### src/rtl/axi_lite_slave_regs_if.sv
// AXI4-Lite bus bundle between a register-bank responder (slave) and its driver (master).
// Clock and reset are not part of this interface; they stay plain ports on the modules.
interface axi_lite_slave_regs_if #(
  parameter int ADDR_WIDTH = 4,
  parameter int DATA_WIDTH = 32
);
  logic [ADDR_WIDTH-1:0]   AWADDR;
  logic                    AWVALID;
  logic                    AWREADY;
  logic [DATA_WIDTH-1:0]   WDATA;
  logic [DATA_WIDTH/8-1:0] WSTRB;
  logic                    WVALID;
  logic                    WREADY;
  logic                    BVALID;
  logic                    BREADY;
  logic [ADDR_WIDTH-1:0]   ARADDR;
  logic                    ARVALID;
  logic                    ARREADY;
  logic [DATA_WIDTH-1:0]   RDATA;
  logic                    RVALID;
  logic                    RREADY;

  modport slave (
    input  AWADDR, AWVALID, WDATA, WSTRB, WVALID, BREADY, ARADDR, ARVALID, RREADY,
    output AWREADY, WREADY, BVALID, ARREADY, RDATA, RVALID
  );

  modport master (
    output AWADDR, AWVALID, WDATA, WSTRB, WVALID, BREADY, ARADDR, ARVALID, RREADY,
    input  AWREADY, WREADY, BVALID, ARREADY, RDATA, RVALID
  );
endinterface

### src/rtl/axi_lite_slave_regs.sv
// AXI4-Lite register bank: NUM_REGS word-addressed registers with byte strobes,
// independent write and read channel FSMs, every access answered OKAY.
module axi_lite_slave_regs #(
  parameter int ADDR_WIDTH = 4,
  parameter int DATA_WIDTH = 32,
  parameter int NUM_REGS   = 2**(ADDR_WIDTH-2)
) (
  input  logic                  ACLK,
  input  logic                  ARESETn,
  axi_lite_slave_regs_if.slave  bus
);

  localparam int STRB_W = DATA_WIDTH/8;
  localparam int IDX_W  = ADDR_WIDTH-2;

  typedef enum logic [1:0] {WR_IDLE, WR_NEED_W, WR_NEED_AW, WR_RESP} wr_state_t;
  typedef enum logic {RD_IDLE, RD_DATA} rd_state_t;

  wr_state_t             wr_state;
  rd_state_t             rd_state;
  logic [DATA_WIDTH-1:0] regs [NUM_REGS];
  logic [IDX_W-1:0]      aw_idx_q;
  logic [DATA_WIDTH-1:0] wdata_q;
  logic [STRB_W-1:0]     wstrb_q;
  logic [DATA_WIDTH-1:0] rdata_q;

  logic                  commit_en;
  logic [IDX_W-1:0]      commit_idx;
  logic [DATA_WIDTH-1:0] commit_data;
  logic [STRB_W-1:0]     commit_strb;

  // Byte lanes of the address are ignored: the bank is word-addressed.
  logic unused_addr_lsbs;
  assign unused_addr_lsbs = &{1'b0, bus.AWADDR[1:0], bus.ARADDR[1:0]};

  function automatic logic [DATA_WIDTH-1:0] apply_wstrb(
    input logic [DATA_WIDTH-1:0] cur,
    input logic [DATA_WIDTH-1:0] wdata,
    input logic [STRB_W-1:0]     strb
  );
    logic [DATA_WIDTH-1:0] res;
    res = cur;
    for (int i = 0; i < STRB_W; i++) begin
      if (strb[i]) res[i*8 +: 8] = wdata[i*8 +: 8];
    end
    return res;
  endfunction

  // Handshake readiness is a pure state decode; reset forces the READYs low.
  assign bus.AWREADY = ARESETn && (wr_state == WR_IDLE || wr_state == WR_NEED_AW);
  assign bus.WREADY  = ARESETn && (wr_state == WR_IDLE || wr_state == WR_NEED_W);
  assign bus.BVALID  = (wr_state == WR_RESP);
  assign bus.ARREADY = ARESETn && (rd_state == RD_IDLE);
  assign bus.RVALID  = (rd_state == RD_DATA);
  assign bus.RDATA   = rdata_q;

  // The final write handshake picks whichever half (address or data) arrives live.
  always_comb begin
    commit_en   = 1'b0;
    commit_idx  = aw_idx_q;
    commit_data = wdata_q;
    commit_strb = wstrb_q;
    case (wr_state)
      WR_IDLE: begin
        if (bus.AWVALID && bus.WVALID) begin
          commit_en   = 1'b1;
          commit_idx  = bus.AWADDR[ADDR_WIDTH-1:2];
          commit_data = bus.WDATA;
          commit_strb = bus.WSTRB;
        end
      end
      WR_NEED_W: begin
        if (bus.WVALID) begin
          commit_en   = 1'b1;
          commit_data = bus.WDATA;
          commit_strb = bus.WSTRB;
        end
      end
      WR_NEED_AW: begin
        if (bus.AWVALID) begin
          commit_en  = 1'b1;
          commit_idx = bus.AWADDR[ADDR_WIDTH-1:2];
        end
      end
      default: ;
    endcase
  end

  always_ff @(posedge ACLK or negedge ARESETn) begin
    if (!ARESETn) begin
      wr_state <= WR_IDLE;
      aw_idx_q <= '0;
      wdata_q  <= '0;
      wstrb_q  <= '0;
    end else begin
      case (wr_state)
        WR_IDLE: begin
          if (bus.AWVALID && bus.WVALID) begin
            wr_state <= WR_RESP;
          end else if (bus.AWVALID) begin
            aw_idx_q <= bus.AWADDR[ADDR_WIDTH-1:2];
            wr_state <= WR_NEED_W;
          end else if (bus.WVALID) begin
            wdata_q  <= bus.WDATA;
            wstrb_q  <= bus.WSTRB;
            wr_state <= WR_NEED_AW;
          end
        end
        WR_NEED_W:  if (bus.WVALID)  wr_state <= WR_RESP;
        WR_NEED_AW: if (bus.AWVALID) wr_state <= WR_RESP;
        WR_RESP:    if (bus.BREADY)  wr_state <= WR_IDLE;
        default:    wr_state <= WR_IDLE;
      endcase
    end
  end

  always_ff @(posedge ACLK or negedge ARESETn) begin
    if (!ARESETn) begin
      for (int i = 0; i < NUM_REGS; i++) regs[i] <= '0;
    end else if (commit_en) begin
      regs[commit_idx] <= apply_wstrb(regs[commit_idx], commit_data, commit_strb);
    end
  end

  // A read sampling the same register a write commits on this edge sees the old value.
  always_ff @(posedge ACLK or negedge ARESETn) begin
    if (!ARESETn) begin
      rd_state <= RD_IDLE;
      rdata_q  <= '0;
    end else begin
      case (rd_state)
        RD_IDLE: begin
          if (bus.ARVALID) begin
            rdata_q  <= regs[bus.ARADDR[ADDR_WIDTH-1:2]];
            rd_state <= RD_DATA;
          end
        end
        RD_DATA: if (bus.RREADY) rd_state <= RD_IDLE;
        default: rd_state <= RD_IDLE;
      endcase
    end
  end

endmodule

### src/flat_wrapper.sv
// flat-port wrapper written by rule: the top's interface ports become plain ports
module axi_lite_slave_regs_flat 
#(
  parameter int ADDR_WIDTH = 4,
  parameter int DATA_WIDTH = 32,
  parameter int NUM_REGS   = 2**(ADDR_WIDTH-2)
)
  (ACLK, ARESETn, bus_AWADDR, bus_AWVALID, bus_WDATA, bus_WSTRB, bus_WVALID, bus_BREADY, bus_ARADDR, bus_ARVALID, bus_RREADY, bus_AWREADY, bus_WREADY, bus_BVALID, bus_ARREADY, bus_RDATA, bus_RVALID);
  axi_lite_slave_regs_if #(.ADDR_WIDTH(ADDR_WIDTH), .DATA_WIDTH(DATA_WIDTH)) bus_i ();
  input  logic ACLK;
  input  logic ARESETn;
  input wire logic [$bits(bus_i.AWADDR)-1:0] bus_AWADDR;
  input wire logic [$bits(bus_i.AWVALID)-1:0] bus_AWVALID;
  input wire logic [$bits(bus_i.WDATA)-1:0] bus_WDATA;
  input wire logic [$bits(bus_i.WSTRB)-1:0] bus_WSTRB;
  input wire logic [$bits(bus_i.WVALID)-1:0] bus_WVALID;
  input wire logic [$bits(bus_i.BREADY)-1:0] bus_BREADY;
  input wire logic [$bits(bus_i.ARADDR)-1:0] bus_ARADDR;
  input wire logic [$bits(bus_i.ARVALID)-1:0] bus_ARVALID;
  input wire logic [$bits(bus_i.RREADY)-1:0] bus_RREADY;
  output wire logic [$bits(bus_i.AWREADY)-1:0] bus_AWREADY;
  output wire logic [$bits(bus_i.WREADY)-1:0] bus_WREADY;
  output wire logic [$bits(bus_i.BVALID)-1:0] bus_BVALID;
  output wire logic [$bits(bus_i.ARREADY)-1:0] bus_ARREADY;
  output wire logic [$bits(bus_i.RDATA)-1:0] bus_RDATA;
  output wire logic [$bits(bus_i.RVALID)-1:0] bus_RVALID;
  assign bus_i.AWADDR = bus_AWADDR;
  assign bus_i.AWVALID = bus_AWVALID;
  assign bus_i.WDATA = bus_WDATA;
  assign bus_i.WSTRB = bus_WSTRB;
  assign bus_i.WVALID = bus_WVALID;
  assign bus_i.BREADY = bus_BREADY;
  assign bus_i.ARADDR = bus_ARADDR;
  assign bus_i.ARVALID = bus_ARVALID;
  assign bus_i.RREADY = bus_RREADY;
  assign bus_AWREADY = bus_i.AWREADY;
  assign bus_WREADY = bus_i.WREADY;
  assign bus_BVALID = bus_i.BVALID;
  assign bus_ARREADY = bus_i.ARREADY;
  assign bus_RDATA = bus_i.RDATA;
  assign bus_RVALID = bus_i.RVALID;
  axi_lite_slave_regs #(.ADDR_WIDTH(ADDR_WIDTH), .DATA_WIDTH(DATA_WIDTH), .NUM_REGS(NUM_REGS)) u_core (.ACLK(ACLK), .ARESETn(ARESETn), .bus(bus_i));
endmodule
### config.mk
export PLATFORM = sky130hd
export DESIGN_NAME = axi_lite_slave_regs_flat
export DESIGN_NICKNAME = d
export VERILOG_FILES = /design/src/rtl/axi_lite_slave_regs_if.sv /design/src/rtl/axi_lite_slave_regs.sv /design/src/flat_wrapper.sv
export SDC_FILE = /design/constraint.sdc
export NUM_CORES = 1
export LEC_CHECK = 0
export ABC_AREA = 1
export ABC_CLOCK_PERIOD_IN_PS = 2350
export CAP_MARGIN = 15
export CELL_PAD_IN_SITES_DETAIL_PLACEMENT = 1
export CELL_PAD_IN_SITES_GLOBAL_PLACEMENT = 1
export CORE_UTILIZATION = 39
export DETAILED_ROUTE_END_ITERATION = 8
export GPL_TIMING_DRIVEN = 0
export PLACE_DENSITY_LB_ADDON = 0.1
export SLEW_MARGIN = 10
export SYNTH_ARGS = -nofsm -noshare
export SYNTH_HDL_FRONTEND = slang
export SYNTH_SLANG_ARGS = --single-unit
### constraint.sdc
create_clock -name ACLK -period 2.35 [get_ports ACLK]
set_clock_uncertainty 0.2 [all_clocks]
set_input_delay 0.3525 -clock ACLK [delete_from_list [all_inputs] [get_ports ACLK]]
set_output_delay 0.3525 -clock ACLK [all_outputs]
set_load 0.05 [all_outputs]
==> results.txt, run 1 <==
The biggest fanout along the worst timing path came out at 6. Dividing the detail-routed via count by the number of cells gives 5.92. The final number of setup-violating endpoints came out at 105. The type of destination of the critical path is a register. The share of cells above drive strength 1 is slightly below 30%.

In the post-route analysis, the smallest setup slack over all paths is -0.141 ns. The kind of cell with the highest combined delay along the critical path is simple AND/OR/NAND/NOR gates. The final global-route overflow total came out at 0. Along the worst hold path, the cell count comes to 4. The number of antenna diodes in the final layout is 0. Sorting the synthesized cells by area gives the leading types as sky130_fd_sc_hd__dfrtp_1 44%, sky130_fd_sc_hd__nand2_1 18%, sky130_fd_sc_hd__nor2_1 6.4%.

The core region is 28900 um^2. The arrival time reported for the critical path endpoint is around 2.7 ns. The met2 layer wire length in the routed design is 25.5 mm. The number of max-capacitance violations reported came out at 0. CTS built an H-tree with a depth of 1. After the flow finishes, the layout carries non-filler instances totaling 2210. In the final routing, the length of wire on met1 measures 21.7 mm.

The share of synthesized flip-flops with an asynchronous set or reset is 100%. The number of nets still failing antenna checks after routing is 0. Entering global routing, the biggest net connects 101 pins.

The number of cells in the design after placement came out at 2074. The run finished, with violations left. The final reports fail on negative setup slack.

In this run the worst setup path begins at u_core.wr_state[1]. The post-route core utilization is 58.1%. Power spread over the standard cell area amounts to 1690 nW/um^2. Global routing used between 30% and 40% of the available tracks across all layers. The worst hold path endpoint is u_core.aw_idx_q[0]. The minimum setup slack after placement is -0.748 ns.

The post-synthesis to final-layout area growth is 45.7%. The DRC violation count after routing came out at 0. In the synthesized netlist, the number of instances is 1607. After legalization and detailed placement, the total HPWL measured 30.0 mm.

The first-pass GRT wire length is 75.3 mm. After the last flow step, the layout net total stands at approximately 1900. In this run the core area contains a little over 60 standard-cell rows. The via count of the first global-routing pass came out at 13000. The transition time at the pin with the least slew margin is around 1.0 ns. The number of max-slew violations in the final report is 0. The first-pass iteration count of the detailed router is 5. Routability-driven placement finished with a final weighted congestion of approximately 0.85. The post-synthesis instance area came out at 11500 um^2. In this run the cell area measured after placement is 12900 um^2. The number of register bits inferred by synthesis came out at 201.

The leading cell type by number of instances after synthesis is sky130_fd_sc_hd__nand2_1. With fillers left out, the area of the finished cells amounts to between 15000 and 20000 um^2. The worst reg-to-reg setup slack came out at -0.14 ns.

The worst-case IR drop observed on VDD is between 0.7 and 0.8 mV. When the netlist entered floorplanning its net count stood at approximately 1700. Signal routing reaches up to met4. The combined flip-flop and latch cell area came out at 5030 um^2. The signal on the critical path passes through inv_2, ha_4, buf_6, nand2_4, nand2_4, nand2_4, nand3_4, buf_8, buf_12, buf_8, nand2_1, nand2_1, nand2_1, nand3_2, nand3_1, nand2_1. The net switching power is 14.3 mW. The largest individual stage delay along the critical path comes from the cell sky130_fd_sc_hd__dfrtp_2. The worst hold path belongs to the class in2reg. The maximum single-stage delay on the critical path came out at ~0.41 ns. The top cell type by total area after synthesis is sky130_fd_sc_hd__dfrtp_1.

The routed wire length is 52.9 mm. The maximum clock path buffer count is 3. The relative slew slack came out at 32.9%.

The total number of vias came out at 13100. After detailed routing, the met3 layer carries 3.14 mm of wire. The multi-input combinational cell area is 7130 um^2.

The area enclosed by the die boundary came out at 30300 um^2. Sorting the synthesized cells by how often they occur yields 542 x sky130_fd_sc_hd__nand2_1, 201 x sky130_fd_sc_hd__dfrtp_1, 198 x sky130_fd_sc_hd__nor2_1, 133 x sky130_fd_sc_hd__nand3_1, 78 x sky130_fd_sc_hd__o21ai_0. The count of buffers added on input and output ports is 81. The post-route fraction of the period consumed by the critical path is 106%. The internal power of the cells came out at 14.2 mW. Averaged over all synthesized cells, the footprint is approximately 7 um^2.

In this run the most critical hold path is launched from bus_AWVALID. In this run the critical register-to-register path is launched from u_core.wr_state[1]. The number of DRC violations after detailed-routing iteration 0 came out at 930. The CTS sink count came out at 201.

In this run, the combinational gates consume 64.8% of the power. The fmax came out at 0.401 GHz. The initial antenna violation count came to 0.

In this run the horizontal extent of the chip is 174 um. In the final routed layout, each cell accounts on average for 23.9 um. In this run the critical register-to-register path is captured at u_core.regs[2]. The smallest clock period supported by the final layout is computed as 2.49 ns. The netlist uses 32 different library cells. In this run, the clock network consumes 13.3% of the power. Sequential cells were found to cover 43.6% of the synthesized design area. The root buffer cell chosen for the clock tree is sky130_fd_sc_hd__clkbuf_16. The setup TNS came out at -4.89 ns. The total of fill cells in the finished design came out at 3460.

The start-to-end type of the worst setup path is reg2reg. Pin placement for this block handled 88 I/O pins. Setup repair after global routing could not meet its margin everywhere. The kind of launch point of the worst setup path is a register. The number of clock buffers added by TritonCTS is 25.

The leakage power came out at 7.85 nW. The share of total power dissipated in sequential elements is between 20% and 30%. The number of enable flip-flop cells after synthesis is 0.

The area fraction of the dominant cell type after synthesis came out at 43.6%. The clock-pin slew reported for the worst setup and hold paths after clock tree synthesis came out at around 0.060 ns. The number of endpoints with negative hold slack in the final report is 0.

The worst path required time is 2.57 ns. For the worst-skew pair, the clock arrives at the later sink with an insertion delay of 0.54 ns. The main flop type after synthesis is sky130_fd_sc_hd__dfrtp_1. TritonCTS built the clock tree. The initial core utilization came out at 39.9%.

The chip height is 174 um. The number of cell instances on the worst register-to-register path is 16. The number of warnings printed during yosys synthesis came out at 0. The switching share of total power is ~50%. Counting both buffers and inverters, the worst setup path holds a total of 5.

By instance count, the cell type seen most on the critical path is sky130_fd_sc_hd__nand2_1.
-- tightest hold or removal path: stages --
cell                      delay [ns]
sky130_fd_sc_hd__buf_2          0.17
sky130_fd_sc_hd__nand2_1        0.11
sky130_fd_sc_hd__a21oi_1        0.07
sky130_fd_sc_hd__a21oi_1        0.11
-- power groups by stage --
stage / registers, mW / logic, mW / clock network [mW]
detailed placement: 6.03 / 11.3 / 0
global route: 6.37 / 19.4 / 3.94
global placement: 5.96 / 11.1 / 0
floorplan: 6.35 / 7.15 / 0
finish: 6.24 / 18.5 / 3.79
CTS: 6.01 / 14.3 / 3.79
-- flip-flops by register name, summed over array words and instances (netlist names) --
signal / count
u_core.aw_idx_q: 2
u_core.bus.RDATA: 32
u_core.bus.RVALID: 1
u_core.regs: 128
u_core.wdata_q: 32
u_core.wr_state: 2
u_core.wstrb_q: 4
-- routing by layer --
| layer | vias up | GRT usage, % |
|---|---|---|
| met5 | - | 0 |
| met4 | 0 | 13.1 |
| met3 | 169 | 4.86 |
| met2 | 550 | 53.7 |
| met1 | 6628 | 41.7 |
| li1 | 5745 | - |
-- stage by stage --
stage,power [mW],hold WS [ns]
2_1_floorplan,13.5,-0.143
3_3_place_gp,17.0,0.280
3_5_place_dp,17.4,0.0585
4_1_cts,24.1,0.0811
5_1_grt,29.7,0.128
6_report,28.5,0.116
-- layout make-up --
type | count | share of cell area [%]
Timing Repair Buffer | 179 | 12.8
Inverter | 64 | 1.65
Clock inverter | 5 | 0.320
Buffer | 108 | 5.80
Clock buffer | 37 | 4.23
Tap cell | 384 | 2.86
Sequential cell | 201 | 29.9
Multi-Input combinational cell | 1232 | 42.4
-- cells in the final DEF (no fill, tap or decap), drive strengths merged, types with 5 or more instances in the layout --
master / instances
nand2: 544
dfrtp: 201
nor2: 200
nand3: 162
buf: 143
clkbuf: 100
o21ai: 78
clkdlybuf4s50: 76
a21oi: 69
nand4: 64
inv: 60
a31oi: 32
o21a: 32
o22ai: 32
ha: 5
-- how the worst max path moves through the flow --
stage	to	slack, ns	cells after the start
2_1_floorplan	u_core.regs[64]	0.11	13
4_1_cts	u_core.regs[47]	-0.06	16
6_report	u_core.regs[2]	-0.14	16
3_3_place_gp	bus_AWREADY	-8.94	4
3_5_place_dp	u_core.regs[111]	-0.75	9
5_1_grt	u_core.regs[2]	-0.19	13
-- timing repair --
action / CTS / global route
endpoints found under the hold margin: 201 / 0
cloned: 6 / 10
pin swaps: 32 / 90
hold buffers: 9 / 0
gates resized for setup: 268 / 323
endpoints found under the setup margin: 168 / 137
buffers inserted: 51 / 21
-- logic make-up (layout without fill, tap and decap cells) --
family | count (synthesis) | after routing | synth area share, %
buffers and inverters | 174 | 393 | 6.17
adder cells (fa/ha/maj) | 5 | 5 | 0.542
AND/OR/NAND/NOR | 977 | 977 | 37.1
flip-flops | 201 | 201 | 43.6
AO/OA/AOI/OAI | 250 | 250 | 12.6
No activity file was read; power rests on OpenSTA's default activity.
==> inputs of run 2 (changes only) <==
--- a/config.mk
+++ b/config.mk
@@ -14,6 +14,7 @@
 export DETAILED_ROUTE_END_ITERATION = 8
 export GPL_TIMING_DRIVEN = 0
 export PLACE_DENSITY_LB_ADDON = 0.1
+export SKIP_CTS_REPAIR_TIMING = 1
 export SLEW_MARGIN = 10
 export SYNTH_ARGS = -nofsm -noshare
 export SYNTH_HDL_FRONTEND = slang
==> run 2 against run 1 <==
The flow finishes with violations (negative hold slack, negative setup slack). Count of clock-buffer cells in the layout did not move. Design area decreased by 2.1%. Hold slack lost 0.27 ns. Worst setup slack got worse by 0.13 ns. Sequential power shrank 0.6%. Clock power barely moved. Register-to-register slack worse by 0.13 ns. Core utilization fell by 1.2 points. Critical path type unchanged. Highest routed layer unchanged.
==> results.txt, run 2 (synthesized netlist as in run 1, its figures left out) <==
The run finished, with violations left. The checks that failed: negative hold slack, negative setup slack. The final global-route overflow total came to 0 (unchanged). The number of DRC violations after detailed-routing iteration 0 came out at 893 (-4.0%). Leaving out fill and tap cells, the most frequent cell in the layout is sky130_fd_sc_hd__nand2_1. The area of the core came out at 28900 um^2 (unchanged).

The total clock buffers created by CTS is 25 (unchanged). The leakage power is 7.80 nW (-0.71%). The chip height is 174 um (unchanged). The highest ir drop seen on vdd came out at 0.808 mV (+14%). Setup repair after global routing could not meet its margin everywhere. The number of cell instances on the worst register-to-register path came to 15 (-1). The via count of the first global-routing pass is 12100 (-7.3%). The boundary pin count is 88 (unchanged). The detail-routed via count per cell came out at 5.85 (-1.2%). The CTS sink count came out at 201 (unchanged). The total power density per cell area came out at 1670 nW/um^2 (-1.5%). The initial antenna violation count was 0 (unchanged). The count of standard-cell rows came out at 62 (unchanged).

The relative slew slack was 48.4% (+16 points). The maximum number of pins on one net before global-route repair was 101 (unchanged). The number of antenna repair diodes came out at 0 (unchanged). The clock insertion delay at the later pin of the skew report is 0.54 ns (about the same).

The worst path required time came out at 2.56 ns (about the same). The post-route fraction of the period consumed by the critical path came out at 112% (+5.6 points). The worst reg-to-reg setup slack is -0.27 ns (-0.13 ns). The path class of the tightest hold or removal check is in2async. CTS placed an instance of sky130_fd_sc_hd__clkbuf_16 at the clock tree root. The routed wire length came out at 51.1 mm (-3.3%). The first-pass GRT wire length is 69.5 mm (-7.8%). The start-to-end type of the worst setup path is reg2reg. The HPWL after detailed placement came out at 30.0 mm (unchanged). The worst slack on hold paths came to -0.153 ns (-0.269 ns).

The transition time at the pin with the least slew margin came to 0.774 ns (-0.230 ns). The number of max-capacitance violations reported came out at 0 (unchanged). The clock-pin slew reported for the worst setup and hold paths after clock tree synthesis came out at 0.06 ns (about the same). The clock tree from TritonCTS is built. The number of port buffers is 81 (unchanged). The final number of setup-violating endpoints came to 158 (+50%). The setup TNS came to -22.12 ns (-17.23 ns).

The slack of the critical path is -0.272 ns (-0.131 ns). The minimum setup slack after placement came out at -0.748 ns (unchanged). The arrival time reported for the critical path endpoint came out at 2.84 ns (+0.13 ns). The share of cells above drive strength 1 came out at 24.6% (-4.7 points).

The overall die width is 174 um (unchanged). The detailed-route wire length per cell is 23.2 um (-2.9%). The number of max-slew violations in the final report is 0 (unchanged). The fmax is 0.381 GHz (-5.0%). The initial core utilization is 39.9% (unchanged). The worst setup path is captured at a register.

The final cell count without fillers came out at 2201 (-0.41%). The library cells used most frequently in the layout, excluding fill and tap cells, are 429 x sky130_fd_sc_hd__nand2_1, 201 x sky130_fd_sc_hd__dfrtp_1, 196 x sky130_fd_sc_hd__nor2_1. The number of nets at the end of the flow is 1858 (-0.48%). The total number of vias came out at 12900 (-1.6%).

The number of nets still failing antenna checks after routing came out at 0 (unchanged). The number of cells in the design after placement is 2074 (unchanged). The maximum clock path buffer count is 3 (unchanged). The number of endpoints with negative hold slack in the final report is 166 (+166). The clock period minus worst slack came out at 2.62 ns (+0.131 ns). The placer congestion estimate came out at 0.846 (unchanged).

STA classifies the critical path startpoint as a register. The worst register-to-register path ends at u_core.regs[92]. The area of all placed cells without fillers came out at 16500 um^2 (-2.1%). The DRC violation count after routing was 0 (unchanged). The first-pass iteration count of the detailed router came out at 5 (unchanged). The total placed instance area is 12900 um^2 (unchanged). The biggest fanout along the worst timing path came out at 10 (+4). The startpoint identified for the worst register-to-register timing path is u_core.wr_state[1]. The register with the most flip-flops in the final layout is u_core.regs. The total routing resource utilization after global routing was 29.4% (-2.7 points). The post-synthesis to final-layout area growth is 42.7%. The flip-flop count of the largest register after layout came out at 128 (unchanged). The area enclosed by the die boundary came out at 30300 um^2 (unchanged). The H-tree depth reported by CTS was 1 (unchanged).
## run 2: cell count changes in the layout (fill, tap and decap cells not counted), sizes merged
cell	change
dlymetal6s2s	+1
clkbuf	+4
clkdlybuf4s15	-1
buf	-10
clkinv	+1
dlygate4sd3	-3
inv	-1
## run 2: per-layer routing
| layer | part of all wire (%) | GRT usage, % | vias to the layer above |
|---|---|---|---|
| met1 | 41 | 39.6 | 6489 |
| li1 | - | - | 5740 |
| met2 | 49 | 49.3 | 502 |
| met4 | 4.2 | 9.03 | 0 |
| met3 | 6.3 | 3.74 | 145 |
| met5 | 0 | 0 | - |
## run 2: report_power, final
| group | leakage (nW) | switching [mW] | internal, mW |
|---|---|---|---|
| Sequential | 2.49 | 1.28 | 4.91 |
| Combinational | 4.93 | 10.6 | 6.91 |
| Clock | 0.377 | 1.57 | 2.18 |
| Total | 7.80 | 13.5 | 14.0 |
## run 2: worst max path at each step
stage / cells after the start / from / end
6_report: 15 / u_core.wr_state[1] / u_core.regs[92]
5_1_grt: 14 / u_core.wr_state[1] / u_core.regs[52]
3_3_place_gp: 4 / ARESETn / bus_AWREADY
3_5_place_dp: 9 / bus_WVALID / u_core.regs[111]
2_1_floorplan: 13 / u_core.wr_state[0] / u_core.regs[64]
4_1_cts: 6 / u_core.wr_state[0] / bus_AWREADY
## run 2: worst max-delay path, stage by stage (launching register included)
cell and delay (ns):
sky130_fd_sc_hd__dfrtp_1 0.41, sky130_fd_sc_hd__inv_2 0.08, sky130_fd_sc_hd__ha_4 0.16, sky130_fd_sc_hd__buf_8 0.14
sky130_fd_sc_hd__inv_8 0.07, sky130_fd_sc_hd__nor2_4 0.04, sky130_fd_sc_hd__inv_2 0.07, sky130_fd_sc_hd__nor2_4 0.04
sky130_fd_sc_hd__buf_4 0.13, sky130_fd_sc_hd__inv_2 0.05, sky130_fd_sc_hd__nand3b_4 0.14, sky130_fd_sc_hd__nor3_4 0.41
sky130_fd_sc_hd__inv_4 0.17, sky130_fd_sc_hd__buf_4 0.23, sky130_fd_sc_hd__nand2_1 0.08, sky130_fd_sc_hd__nand2_1 0.06
## run 2: cell type report
type / instances / area (um^2)
repair buffers: 169 / 2120
flip-flops and latches: 201 / 5030
clock inverters: 5 / 53.8
fillers: 3479 / 12500
multi-input cells: 1232 / 6790
well taps: 384 / 480
clock buffers: 37 / 711
inverters: 64 / 285
plain buffers: 109 / 998
## run 2: stage by stage
step	power [mW]	utilization, %
after floorplan	13.5	-
after global placement	17.0	44.3
after detailed placement	17.4	44.6
after CTS	21.2	47.2
after global routing	28.8	56.9
final	27.5	56.9
